### src/rtl/reservation_station.sv
// Tomasulo reservation station for one functional-unit group.
// Accepts issued instructions and snoops the common data bus (CDB) to resolve
// pending source tags. It dispatches the lowest ready entry to the functional
// unit. An entry is freed when its own tag {UNIT_TYPE, index} is broadcast
// while it is executing.
// Ports:
//   Clock, Resetn            - rising-edge clock, async active-low reset
//   Issue*                   - issue request, operands, producer tags/pend bits;
//                              IssueReady/IssueLabel report the next free entry
//   cdbIn                    - CDB word: [22] valid, [21:19] tag, [15:0] data
//   Disp*                    - dispatch handshake and selected instruction
//   BusyMask                 - per-entry "not FREE" flags
// All outputs are decoded from registered entry state only.
module reservation_station #(
  parameter int unsigned NUM_ENTRIES = 2,
  parameter int unsigned UNIT_TYPE   = 0
) (
  input  logic                   Clock,
  input  logic                   Resetn,
  input  logic                   IssueValid,
  output logic                   IssueReady,
  output logic [1:0]             IssueLabel,
  input  logic [1:0]             IssueOp,
  input  logic [2:0]             IssueDest,
  input  logic [15:0]            IssueVj,
  input  logic [15:0]            IssueVk,
  input  logic                   IssueQjPend,
  input  logic                   IssueQkPend,
  input  logic [2:0]             IssueQj,
  input  logic [2:0]             IssueQk,
  input  logic [23:0]            cdbIn,
  output logic                   DispValid,
  input  logic                   DispReady,
  output logic [1:0]             DispOp,
  output logic [15:0]            DispA,
  output logic [15:0]            DispB,
  output logic [1:0]             DispLabel,
  output logic [2:0]             DispDest,
  output logic [NUM_ENTRIES-1:0] BusyMask
);

  localparam int unsigned OP_W   = 2;
  localparam int unsigned REG_W  = 3;
  localparam int unsigned DATA_W = 16;
  localparam int unsigned TAG_W  = 3;
  localparam int unsigned LBL_W  = 2;

  typedef enum logic [1:0] {ST_FREE, ST_WAIT, ST_READY, ST_EXEC} state_t;

  typedef struct packed {
    logic [OP_W-1:0]   op;
    logic [REG_W-1:0]  dest;
    logic [DATA_W-1:0] vj;
    logic [DATA_W-1:0] vk;
    logic [TAG_W-1:0]  qj;
    logic [TAG_W-1:0]  qk;
    logic              pj;
    logic              pk;
  } entry_t;

  state_t state_q [NUM_ENTRIES];
  state_t state_d [NUM_ENTRIES];
  entry_t ent_q   [NUM_ENTRIES];
  entry_t ent_d   [NUM_ENTRIES];

  // CDB field split; the destination-register field and bit 23 play no part in matching
  logic              cdb_valid;
  logic [TAG_W-1:0]  cdb_tag;
  logic [DATA_W-1:0] cdb_data;
  logic              unused_cdb;

  assign cdb_valid  = cdbIn[22];
  assign cdb_tag    = cdbIn[21:19];
  assign cdb_data   = cdbIn[15:0];
  assign unused_cdb = ^{cdbIn[23], cdbIn[18:16]};

  function automatic logic cdb_hit(input logic v, input logic [TAG_W-1:0] bus_tag,
                                   input logic [TAG_W-1:0] tag);
    return v && (bus_tag == tag);
  endfunction

  logic             free_found;
  logic [LBL_W-1:0] free_idx;
  logic             rdy_found;
  logic [LBL_W-1:0] rdy_idx;
  logic             issue_fire;
  logic             disp_fire;

  // Lowest FREE entry: target of the next issue
  always_comb begin
    free_found = 1'b0;
    free_idx   = '0;
    for (int i = 0; i < NUM_ENTRIES; i++) begin
      if (!free_found && state_q[i] == ST_FREE) begin
        free_found = 1'b1;
        free_idx   = LBL_W'(i);
      end
    end
  end

  // Lowest READY entry drives the dispatch port; zeros when nothing is ready
  always_comb begin
    rdy_found = 1'b0;
    rdy_idx   = '0;
    DispOp    = '0;
    DispA     = '0;
    DispB     = '0;
    DispDest  = '0;
    for (int i = 0; i < NUM_ENTRIES; i++) begin
      if (!rdy_found && state_q[i] == ST_READY) begin
        rdy_found = 1'b1;
        rdy_idx   = LBL_W'(i);
        DispOp    = ent_q[i].op;
        DispA     = ent_q[i].vj;
        DispB     = ent_q[i].vk;
        DispDest  = ent_q[i].dest;
      end
    end
  end

  always_comb begin
    for (int i = 0; i < NUM_ENTRIES; i++) begin
      BusyMask[i] = (state_q[i] != ST_FREE);
    end
  end

  assign IssueReady = free_found;
  assign IssueLabel = free_idx;
  assign DispValid  = rdy_found;
  assign DispLabel  = rdy_idx;
  assign issue_fire = IssueValid && free_found;
  assign disp_fire  = rdy_found && DispReady;

  // Per-entry next state: issue with bypass, operand snooping, dispatch, free
  always_comb begin
    for (int i = 0; i < NUM_ENTRIES; i++) begin
      state_d[i] = state_q[i];
      ent_d[i]   = ent_q[i];
      case (state_q[i])
        ST_FREE: begin
          if (issue_fire && free_idx == LBL_W'(i)) begin
            ent_d[i].op   = IssueOp;
            ent_d[i].dest = IssueDest;
            ent_d[i].qj   = IssueQj;
            ent_d[i].qk   = IssueQk;
            ent_d[i].vj   = (IssueQjPend && cdb_hit(cdb_valid, cdb_tag, IssueQj)) ? cdb_data : IssueVj;
            ent_d[i].vk   = (IssueQkPend && cdb_hit(cdb_valid, cdb_tag, IssueQk)) ? cdb_data : IssueVk;
            ent_d[i].pj   = IssueQjPend && !cdb_hit(cdb_valid, cdb_tag, IssueQj);
            ent_d[i].pk   = IssueQkPend && !cdb_hit(cdb_valid, cdb_tag, IssueQk);
            state_d[i]    = (ent_d[i].pj || ent_d[i].pk) ? ST_WAIT : ST_READY;
          end
        end
        ST_WAIT: begin
          if (ent_q[i].pj && cdb_hit(cdb_valid, cdb_tag, ent_q[i].qj)) begin
            ent_d[i].vj = cdb_data;
            ent_d[i].pj = 1'b0;
          end
          if (ent_q[i].pk && cdb_hit(cdb_valid, cdb_tag, ent_q[i].qk)) begin
            ent_d[i].vk = cdb_data;
            ent_d[i].pk = 1'b0;
          end
          if (!ent_d[i].pj && !ent_d[i].pk) begin
            state_d[i] = ST_READY;
          end
        end
        ST_READY: begin
          if (disp_fire && rdy_idx == LBL_W'(i)) begin
            state_d[i] = ST_EXEC;
          end
        end
        ST_EXEC: begin
          if (cdb_hit(cdb_valid, cdb_tag, {1'(UNIT_TYPE), LBL_W'(i)})) begin
            state_d[i] = ST_FREE;
          end
        end
        default: state_d[i] = ST_FREE;
      endcase
    end
  end

  // Entry state registers
  always_ff @(posedge Clock or negedge Resetn) begin
    if (!Resetn) begin
      for (int i = 0; i < NUM_ENTRIES; i++) begin
        state_q[i] <= ST_FREE;
        ent_q[i]   <= '0;
      end
    end else begin
      for (int i = 0; i < NUM_ENTRIES; i++) begin
        state_q[i] <= state_d[i];
        ent_q[i]   <= ent_d[i];
      end
    end
  end

endmodule

### config.mk
export PLATFORM = sky130hd
export DESIGN_NAME = reservation_station
export DESIGN_NICKNAME = d
export VERILOG_FILES = /design/src/rtl/reservation_station.sv
export SDC_FILE = /design/constraint.sdc
export NUM_CORES = 1
export LEC_CHECK = 0
export ABC_AREA = 1
export CELL_PAD_IN_SITES_DETAIL_PLACEMENT = 1
export CELL_PAD_IN_SITES_GLOBAL_PLACEMENT = 2
export CORE_MARGIN = 3
export CORE_UTILIZATION = 29
export DETAILED_ROUTE_END_ITERATION = 6
export GPL_TIMING_DRIVEN = 0
export HOLD_SLACK_MARGIN = 0.06
export PLACE_DENSITY_LB_ADDON = 0.1
export SLEW_MARGIN = 20
export SYNTH_ARGS = -nofsm -noshare
export SYNTH_HDL_FRONTEND = slang
export SYNTH_SLANG_ARGS = --single-unit
### constraint.sdc
create_clock -name Clock -period 2.7 [get_ports Clock]
set_clock_uncertainty 0.15 [all_clocks]
set_input_delay 0.54 -clock Clock [delete_from_list [all_inputs] [get_ports Clock]]
set_output_delay 0.54 -clock Clock [all_outputs]
set_load 0.01 [all_outputs]
# ---- Yosys cells after proc, flatten, opt, wreduce, memory -nomap -nowiden
# Index checks and enable logic that the tools add are counted.
dict set report classes {
  n_reduce_logical 54
  n_eq_ne 27
  muxes 45
}
# operator count
set op_table {}
lappend op_table {{two-way mux 16 bit} 10}
lappend op_table {{case mux 32 bit (2 select lines)} 2}
lappend op_table {{two-way mux 40 bit} 2}
lappend op_table {{logical AND 1 bit} 26}
lappend op_table {{two-way mux 2 bit} 11}
lappend op_table {{== test 3 bit} 6}
lappend op_table {{inequality test 2 bit (second input constant)} 8}
lappend op_table {{case mux 2 bit (4 select lines)} 2}
lappend op_table {{two-way mux 1 bit} 14}
lappend op_table {{AND reduction 3 bit} 4}
lappend op_table {{== test 2 x 1 -> 1 bit (second input constant)} 4}
lappend op_table {{== test 2 bit (second input constant)} 4}
lappend op_table {{logical NOT 1 bit} 8}
lappend op_table {{logical NOT 2 bit} 4}
lappend op_table {{inequality test 2 x 1 -> 1 bit (second input constant)} 4}
lappend op_table {{case mux 2 bit (2 select lines)} 2}
lappend op_table {{AND reduction 2 bit} 4}
lappend op_table {{AND reduction 4 bit} 2}
lappend op_table {{nonzero test 2 bit} 4}
lappend op_table {{two-way mux 3 bit} 2}
lappend op_table {{== test 3 x 1 -> 1 bit (second input constant)} 1}
lappend op_table {{logical NOT 3 bit} 1}
lappend op_table {{logical OR 1 bit} 1}
dict set report word_totals {
  input_bits 73
  reg_bits 94
  word_cells 144
}

# ---- Depth between registers and ports, before layout
# Gate-level depths: netlist of run 1.
dict set report logic_depth {
  word_depth 9
  ltp_mapped 12
  ltp_nobuf 11
}

# ---- Worst setup path before layout of run 1
# Ideal clock, no wire load.
dict set report synth_path {
  kind {register to output}
  start {reg state_q[2] (netlist bit)}
  end {out DispA[0]}
  path_buffers 2
  required_time_ns 2.010
  stages_incl_launch_ff 8
  t_arrival_ns 1.602
  slack_ns 0.408
  path_cell_list {dfrtp_1 inv_1 ha_1 nor2_1 clkbuf_1 buf_1 nand2_1 nand2_1}
}
dict set report synth_between {
  elab_chain_cells 5
  word_cells_on_any_way 6
  cone_classes {1 x eq/ne; 3 x mux; 2 x reduce/logical}
}
# element line_no
set synth_rtl {}
lappend synth_rtl {{start: declaration} 61} ;# state_t state_q [NUM_ENTRIES];
lappend synth_rtl {{start signal: indexed assignment} 190} ;# state_q[i] <= state_d[i];
lappend synth_rtl {{== test 2 bit *} 110} ;# if (!rdy_found && state_q[i] == ST_READY) begin
lappend synth_rtl {{two-way mux 1 bit} 110}
lappend synth_rtl {{logical NOT 1 bit} 110}
lappend synth_rtl {{logical AND 1 bit} 110}
lappend synth_rtl {{two-way mux 16 bit *} 110}
lappend synth_rtl {{end: declaration} 35} ;# output logic [15:0] DispA,
# Every way passes the cells marked *; elsewhere a longest branch is shown, timed or not.

# ---- Final worst setup path of run 1
dict set report layout_path {
  start {reg state_q[0] (netlist bit)}
  end {out DispB[2]}
}
dict set report layout_between {
  elab_chain_cells 3
}
# element line_no
set layout_rtl {}
lappend layout_rtl {{== test 2 bit} 110}
lappend layout_rtl {{logical AND 1 bit} 110}
lappend layout_rtl {{two-way mux 16 bit} 110}
lappend layout_rtl {{end: declaration} 36} ;# output logic [15:0] DispB,
# Every way passes these cells.

==> results of run 1 <==
[metal layers]
layer | wire length [microns] | up-vias
li1 | - | 3130
met1 | 11210 | 3045
met2 | 11930 | 140
met3 | 1023 | 12
met4 | 209 | 0
met5 | 0 | -
[layout by cell type, fill, tap and decap left out, types with 11 or more instances in the layout]
cell type / instances
buf_4: 12
a22o_1: 21
nor2_1: 83
clkdlybuf4s50_1: 68
dfrtp_1: 94
a21oi_1: 130
clkbuf_16: 11
nand2_2: 31
inv_1: 111
buf_2: 24
nand2_1: 193
clkbuf_2: 15
dlygate4sd2_1: 16
o21ai_0: 26
nand4_1: 34
nand3_1: 76
[cells in the mapped netlist, types with 9 or more instances]
cell	number
inv_1	114
a21oi_1	130
buf_2	20
nand3_1	76
nand2_2	31
o21ai_0	26
a22o_1	21
ha_1	9
nand4_1	34
clkbuf_1	13
dfrtp_1	94
nor2_1	84
nand2_1	193
[logic make-up (layout without fill, tap and decap cells)]
family	Yosys count	after routing	synth area share, %
other	1	2	0.06045
AND/OR/NAND/NOR	431	431	32.05
AO/OA/AOI/OAI	182	182	16.10
XOR/XNOR	1	1	0.1412
buffers and inverters	171	303	11.92
adder cells (fa/ha/maj)	9	9	1.815
flip-flops	94	94	37.92
[path summary, 6_finish.rpt]
path / to / cells after the start / slack (ns) / startpoint
max: DispB[2] / 9 / 0.07 / state_q[0]
min in group asynchronous: state_q[1] / 2 / 0.57 / Resetn
min reg2reg: ent_q[43] / 2 / 0.34 / ent_q[43]
min: ent_q[43] / 2 / 0.34 / ent_q[43]
max reg2reg: ent_q[72] / 7 / 0.16 / state_q[3]
max in group asynchronous: ent_q[21] / 3 / 1.20 / Resetn
[power breakdown]
part | total [mW] | internal, mW | switching [mW]
registers | 2.58 | 2.16 | 0.418
logic | 5.19 | 1.97 | 3.22
clock network | 1.35 | 0.665 | 0.685
total | 9.12 | 4.80 | 4.32
[cell type report]
cell class                      count  area (sq um)  share of cell area (%)
Buffer                             52         392.9                   4.886
Clock buffer                        9         225.2                   2.801
Clock inverter                      7         73.82                  0.9180
Inverter                          119         446.7                   5.555
Multi-Input combinational cell    625          3148                   39.15
Sequential cell                    94          2352                   29.25
Tap cell                          270         337.8                   4.201
Timing Repair Buffer              116          1065                   13.24
[flip-flops by register name, indices dropped and copies added (netlist names)]
| signal | flops |
|---|---|
| state_q | 4 |
| ent_q | 90 |
[repair_timing]
action / CTS / global route
hold buffers: 1 / 0
hold endpoints to repair: 51 / 0
pin swaps: 3 / 1
buffers inserted: 5 / 2
resized for setup: 95 / 28
endpoints found under the setup margin: 38 / 19
[worst max-delay path: stages (launching register included)]
cell	delay, ns
dfrtp_1	0.40
inv_2	0.09
ha_4	0.15
inv_2	0.05
nor2_4	0.11
clkbuf_8	0.14
buf_8	0.13
buf_12	0.15
a22o_1	0.13
clkdlybuf4s15_1	0.23
==> metrics.md, run 1 <==
| Metric | Value |
|---|---|
| Post-route ant nets | `0` |
| Share of post-route cells with drive strength above 1 | `~14%` |
| WP data arrival | `1.94 ns` |
| Area growth from synthesis to layout | `29.63%` |
| Final cell count without fillers | `approximately 1300` |
| Initial antenna violation count | `0` |
| 1st-pass router iterations | `5` |
| Placed insts | `around 1300` |
| Relative slew margins | `58.21%` |
| Pin count of the biggest net entering global routing | `53` |
| Die Area | `approximately 23000 sq um` |
| Status | `finished, final reports clean` |
| CP Capture Type | `primary output` |
| Final period utilization | `a little over nine tenths` |
| Sequential share of the synthesized area | `a little under two fifths` |
| Fin area | `8041 sq um` |
| Place WS | `-1.103 ns` |
| Gp weighted congestion | `0.7879` |
| Nets | `1099` |
| GRT met3 Usage | `under 10%` |
| Vias in the first global route | `approximately 6700` |
| DRC violations left | `0` |
| Slew at the pin closest to its max-slew limit | `between 0.6 and 0.7 ns` |
| Met2 Usage GRT | `35.75%` |
| Ys async rst share | `100.0%` |
| Post-route minimum period | `roughly 2.6 ns` |
| Total grt overflow | `0` |
| Initial Util | `between 30% and 40%` |
| Cell count after synthesis | `889` |
| CTS Buffer Depth | `2` |
| Die Wd | `152.3 microns` |
| Clock Sinks | `between 90 and 100` |
| Cell row count | `52` |
| Busiest grt layer | `met2` |
| # IOs | `between 100 and 150` |
| Critical Path RT | `about 2 ns` |
| Syn avg cell area | `around 7.0 sq um` |
| Setup TNS | `0 ns` |
| Final WL | `about 24 mm` |
| Startpoint types | `flip-flop` |
| Number of vias per cell | `4.897` |
| Ant diodes | `0` |
| Initial DRC count | `312` |
| Achievable Freq | `380.4 MHz` |
| Die Span Y | `152.3 microns` |
| Register clock-pin slew on the reported worst setup and hold paths | `roughly 0.080 ns` |
| Detailed-route wire length per cell | `roughly 19 microns` |
| Leakage | `a little over 4 nW` |
| Fin. Hold Viols | `0` |
| Hold WC Path Type | `flip-flop to flip-flop` |
| Cell taking the most area after synthesis | `dfrtp_1` |
| Yosys top cell area share | `37.92%` |
| Clock latency on the worst-skew pair | `between 0.3 and 0.4 ns` |
| Dpl hpwl | `~18 mm` |
| Design Power | `~9.1 mW` |
| Final worst slack | `a little over 0.07 ns` |
| Synth cell types | `28` |
| CTS Buf Count | `9` |
| FILL cells | `2610` |
| Minimum hold slack | `~0.34 ns` |
| Crit Path Category | `flip-flop to primary output` |
| Post-synth top flop | `dfrtp_1` |
| Yosys Warn Count | `0` |
| Synth top area cells | `dfrtp_1 (38%), nand2_1 (12%), a21oi_1 (10%)` |
| GR Util met1 | `between 20 and 30%` |
| VDD IR max | `about 0.00035 V` |
| Global-route wire length before repair | `38.10 mm` |
| CTS tree | `done` |
| Placed Area | `between 7000 and 8000 sq um` |
| Slew Limit Fails | `0` |
| Synth Register Bits | `94` |
| Fin util | `about 39%` |
| Root Driver | `clkbuf_16` |
| Synthesized area | `around 6200 sq um` |
| Total number of vias | `approximately 6300` |
| Core ar. | `around 21000 sq um` |
| Pwr/cell area | `1134 nW/um^2` |
| Total GRT Usage | `between 20% and 30%` |
| H-tree depth | `3` |
| Crit-path max FO | `10` |
| PortBufs | `between 100 and 150` |
| EDFF count, synth | `0` |
| # setup viols final | `0` |
| Max-cap viol count | `0` |
Note: power is estimated with default switching activity, not from simulation.
==> run 2, diff against run 1 <==
CORE_MARGIN = 5   (was 3)
==> metrics.md, run 2 (synthesized netlist as in run 1, its figures left out) <==
| Metric | Value |
|---|---|
| Status | `finished, final reports clean` |
| WP data arrival | `1.93 ns` |
| CTS Buffer Depth | `2` |
| Post-route ant nets | `0` |
| Most common cell after layout, fill and taps aside | `nand2_1` |
| Hold Path Sink | `ent_q[50]` |
| Worst Hold Path Cells | `2` |
| Register area | `approximately 2400 sq um` |
| Total GRT Usage | `between 20% and 30%` |
| Crit-path max FO | `5` |
| Gp weighted congestion | `roughly 0.84` |
| Detailed-route wire length per cell | `between 15 and 20 microns` |
| Global-route wire length before repair | `roughly 38 mm` |
| Pin count of the biggest net entering global routing | `64` |
| Area of the multi-input gates | `3153 sq um` |
| Commonest non-fill, non-tap cells in the layout | `nand2_1 (193), a21oi_1 (130), inv_1 (111), dfrtp_1 (93), nor2_1 (83)` |
| Hold_sp | `ent_q[50]` |
| Die Span Y | `~160 microns` |
| CTS Buf Count | `9` |
| Area growth from synthesis to layout | `32.15%` |
| Initial Util | `between 20% and 30%` |
| Share of post-route cells with drive strength above 1 | `15.24%` |
| FILL cells | `around 2700` |
| Clock Sinks | `between 90 and 100` |
| Ant diodes | `0` |
| Reg2reg path depth | `7` |
| Setup TNS | `0 ns` |
| H-tree depth | `3` |
| Largest regs | `ent_q: 90 flops, state_q: 4 flops` |
| Post-route minimum period | `2.620 ns` |
| Dpl hpwl | `18.53 mm` |
| Die Area | `about 24000 sq um` |
| Slew at the pin closest to its max-slew limit | `0.6295 ns` |
| Achievable Freq | `roughly 380 MHz` |
| Max-cap viol count | `0` |
| Placed insts | `1273` |
| Fin. Hold Viols | `0` |
| # setup viols final | `0` |
| Vias in the first global route | `roughly 6700` |
| Fin area | `8198 sq um` |
| Number of vias per cell | `about 4.9` |
| Crit Path Category | `flip-flop to primary output` |
| Placed Area | `7651 sq um` |
| CTS tree | `done` |
| Final WL | `approximately 25 mm` |
| Final cell count without fillers | `between 1000 and 1500` |
| Place WS | `-1.074 ns` |
| Slew Limit Fails | `0` |
| Register clock-pin slew on the reported worst setup and hold paths | `approximately 0.07 ns` |
| Total number of vias | `around 6400` |
| Clock latency on the worst-skew pair | `~0.36 ns` |
| Design Power | `9.506 mW` |
| Top reg by flops | `ent_q` |
| PortBufs | `about 110` |
| # IOs | `118` |
| Final period utilization | `a little over nine tenths` |
| Reg2reg start | `state_q[3]` |
| Total grt overflow | `0` |
| Worst flop-to-flop path endpoint | `ent_q[77]` |
| Reg2reg setup slack | `around 0.21 ns` |
| VDD IR max | `roughly 0.00037 V` |
| Cell row count | `53` |
| Core ar. | `~21000 sq um` |
| Critical Path RT | `between 2 and 2.5 ns` |
| Leakage | `approximately 4.2 nW` |
| Final worst slack | `0.08007 ns` |
| Hold WC Path Type | `flip-flop to flip-flop` |
| DRC violations left | `0` |
| Initial DRC count | `289` |
| 1st-pass router iterations | `4` |
| Die Wd | `approximately 160 microns` |
| Startpoint types | `flip-flop` |
| Relative slew margins | `57.88%` |
| Pwr/cell area | `between 1000 and 1500 nW/um^2` |
| Max FFs per register | `90` |
| Initial antenna violation count | `0` |
| Root Driver | `clkbuf_16` |
| Nets | `approximately 1100` |
| CP Capture Type | `primary output` |
==> run 2: changes by cell type in the layout (fill, tap and decap cells not counted), moves of 4 or more <==
cell           previous run  this run
buf_2                    24        31
clkbuf_2                 15        10
dlygate4sd2_1            16        11
inv_8                     5         0
buf_4                    12        16
==> run 2: layout make-up <==
type                       count  share of cell area (%)
multi-input combinational    625                   38.46
sequential                    94                   28.71
timing repair buffer         124                   14.33
inverter                     119                   5.449
buffer                        52                   4.625
tap                          275                   4.197
clock buffer                   9                   2.747
clock inverter                 7                   1.480
==> run 2: metal layers <==
metal | share of wire [%] | vias up | wire [microns] | global-route usage, %
met4 | 0.85 | 0 | 213 | 3.223
met1 | 47 | 3143 | 11770 | 28.25
met5 | 0 | - | 0 | 0
met2 | 48 | 128 | 12080 | 34.22
li1 | - | 3150 | - | -
met3 | 4.0 | 14 | 997 | 3.236
==> run 2: worst max path at each step <==
stage | from | endpoint | slack [ns] | cells past startpoint
6_report | state_q[0] | DispB[4] | 0.08 | 9
4_1_cts | state_q[0] | DispB[4] | -0.04 | 9
5_1_grt | state_q[0] | DispB[4] | -0.006 | 9
2_1_floorplan | state_q[2] | DispA[0] | 0.41 | 7
3_3_place_gp | Resetn | ent_q[39] | -3.19 | 1
3_5_place_dp | state_q[0] | DispB[4] | -1.07 | 8
==> run 2: repair_timing <==
action                     CTS  global route
hold buffers                 1             0
setup endpoints to repair   38            30
resized for setup          110            37
buffers inserted            11             3
hold endpoints to repair    31             0
pin swaps                    0             4
gates cloned                 0             1
==> run 2: metrics by stage <==
step                      hold WS [ns]  utilization, %
after global routing            0.3620           39.00
final                           0.3392           39.00
after CTS                       0.3419           38.94
after floorplan                0.09441               -
after detailed placement        0.3034           36.40
after global placement          0.3183           36.26
==> run 2: worst max-delay path, stage by stage, from the launching register on <==
cell     delay, ns
dfrtp_1       0.41
inv_2         0.08
ha_4          0.14
inv_2         0.05
nor2_4        0.16
buf_8         0.16
buf_6         0.14
buf_12        0.14
a22o_1        0.15
buf_2         0.14
==> run 2: where the power goes <==
part / internal (mW) / switching [mW] / total [mW]
combinational: 2.08 / 3.29 / 5.38
sequential: 2.16 / 0.423 / 2.59
clock: 0.910 / 0.631 / 1.54
==> run 3, diff against run 2 <==
CORE_UTILIZATION = 34   (was 29)
DONT_BUFFER_PORTS = 1   (was unset)
==> metrics.md, run 3 (synthesized netlist as in run 1, its figures left out) <==
| Metric | Value |
|---|---|
| Die Area | `~21000 sq um` |
| Minimum hold slack | `-0.2848 ns` |
| Final WL | `approximately 25 mm` |
| Pin count of the biggest net entering global routing | `95` |
| Gp weighted congestion | `roughly 0.88` |
| Global-route wire length before repair | `roughly 38 mm` |
| Failing checks | `hold timing` |
| Fin. Hold Viols | `94` |
| Root Driver | `clkbuf_16` |
| Number of vias per cell | `about 5.4` |
| Dpl hpwl | `18.33 mm` |
| Slew Limit Fails | `0` |
| Leakage | `~3.6 nW` |
| Highest-delay cell along the critical path | `dfrtp_1` |
| Ant diodes | `0` |
| Hold WC Path Type | `input pin to async pin` |
| WP data arrival | `1.90 ns` |
| Post-route minimum period | `~2.6 ns` |
| Commonest non-fill, non-tap cells in the layout | `nand2_1 (193), a21oi_1 (130), inv_1 (114), dfrtp_1 (94), nor2_1 (82)` |
| Status | `finished, violations left` |
| Nets | `985` |
| Area of the multi-input gates | `~3100 sq um` |
| DRC violations left | `0` |
| Achievable Freq | `between 300 and 400 MHz` |
| 1st-pass router iterations | `5` |
| PortBufs | `0` |
| Startpoint types | `flip-flop` |
| Crit path cell chain | `inv_1 -> ha_1 -> buf_4 -> buf_6 -> a22o_1` |
| Total grt overflow | `0` |
| CTS Buffer Depth | `2` |
| Crit-path max FO | `10` |
| Slew at the pin closest to its max-slew limit | `around 0.61 ns` |
| Detailed-route wire length per cell | `~22 microns` |
| H-tree depth | `3` |
| # setup viols final | `0` |
| CTS tree | `done` |
| Share of post-route cells with drive strength above 1 | `around 12%` |
| Crit Path Category | `flip-flop to primary output` |
| Initial antenna violation count | `0` |
| Die Span Y | `roughly 150 microns` |
| Largest regs | `ent_q: 90 flops, state_q: 4 flops` |
| Max-cap viol count | `0` |
| Clock latency on the worst-skew pair | `0.37 ns` |
| # IOs | `between 100 and 150` |
| Reg2reg setup slack | `roughly 0.19 ns` |
| CTS Buf Count | `9` |
| Final period utilization | `~96%` |
| FILL cells | `between 2000 and 2500` |
| Total number of vias | `~6200` |
| Vias in the first global route | `between 6000 and 7000` |
| Critical path buffers and inverters | `3` |
| Fin util | `a little under two fifths` |
| Initial Util | `34.53%` |
| Pwr/cell area | `~1300 nW/um^2` |
| Clock Sinks | `between 90 and 100` |
| Top reg by flops | `ent_q` |
| Relative slew margins | `between 50% and 60%` |
| Register clock-pin slew on the reported worst setup and hold paths | `0.07 ns` |
| Max FFs per register | `90` |
| Register area | `2352 sq um` |
| Post-route ant nets | `0` |
| Initial DRC count | `approximately 340` |
| Area growth from synthesis to layout | `10.69%` |
| Core ar. | `~18000 sq um` |
| CP top delay family | `buffers and inverters` |
| Setup TNS | `0 ns` |
| Most common cell after layout, fill and taps aside | `nand2_1` |
| Total GRT Usage | `around 23%` |
| CP Capture Type | `primary output` |
| RSZ-0062 raised after global routing | `false` |
| Cell row count | `49` |
| Critical Path RT | `roughly 2.0 ns` |
| Slowest Stage Delay on Critical Path | `around 0.42 ns` |
| Die Wd | `approximately 150 microns` |
| VDD IR max | `between 0.0003 and 0.0004 V` |
run 3: timing repair:
item                                    4_1_cts  5_1_grt
endpoints found under the setup margin       38       51
resized for setup                            16        6
setup buffers                                 0        2
hold endpoints to repair                     94       94
run 3: worst paths after layout:
kind                                   to          from  depth (start not counted)
worst max-delay path             DispB[4]    state_q[2]                          5
worst min register to register  ent_q[44]     ent_q[44]                          2
worst min-delay path            ent_q[53]        Resetn                          0
max in group asynchronous       ent_q[77]        Resetn                          0
min in group Clock              ent_q[87]  IssueDest[2]                          2
worst max register to register  ent_q[34]    state_q[1]                         12
run 3: routing by layer:
layer / track usage [%] / routed length (microns)
met4: 5.410 / 394
met2: 39.32 / 12220
met1: 29.60 / 10720
met3: 5.301 / 1306
met5: 0 / 0
run 3: metrics by stage:
| stage | power (mW) | setup WS, ns | instances | area [sq um] |
|---|---|---|---|---|
| 4_1_cts | 8.620 | 0.01547 | 1135 | 6840 |
| 5_1_grt | 9.264 | 0.0007574 | 1137 | 6867 |
| 2_1_floorplan | 5.678 | 0.4083 | 890 | 6207 |
| 6_report | 8.606 | 0.1122 | 1137 | 6867 |
| 3_3_place_gp | 6.941 | -0.4916 | 1119 | 6494 |
| 3_5_place_dp | 7.142 | -0.5197 | 1119 | 6494 |
run 3: where the power goes:
part | switching, mW | internal (mW)
registers | 0.438 | 2.16
logic | 3.14 | 1.45
clock network | 0.672 | 0.742
total | 4.25 | 4.35
run 3: area by class of cell:
class	count	share of cell area, %
buffer	52	4.883
clock buffer	9	3.280
clock inverter	7	1.239
inverter	119	6.505
multi-input combinational	625	45.44
sequential	94	34.26
tap	229	4.173
timing repair buffer	2	0.2187
run 3: worst reg2reg max path: stages (launching register included):
cell	delay (ns)
dfrtp_1	0.42
inv_1	0.11
ha_1	0.25
inv_2	0.13
nor2_4	0.14
nand2_2	0.17
o21ai_2	0.13
inv_2	0.07
nor2_4	0.29
nand2_4	0.14
buf_6	0.17
nor2_1	0.14
a21oi_1	0.09
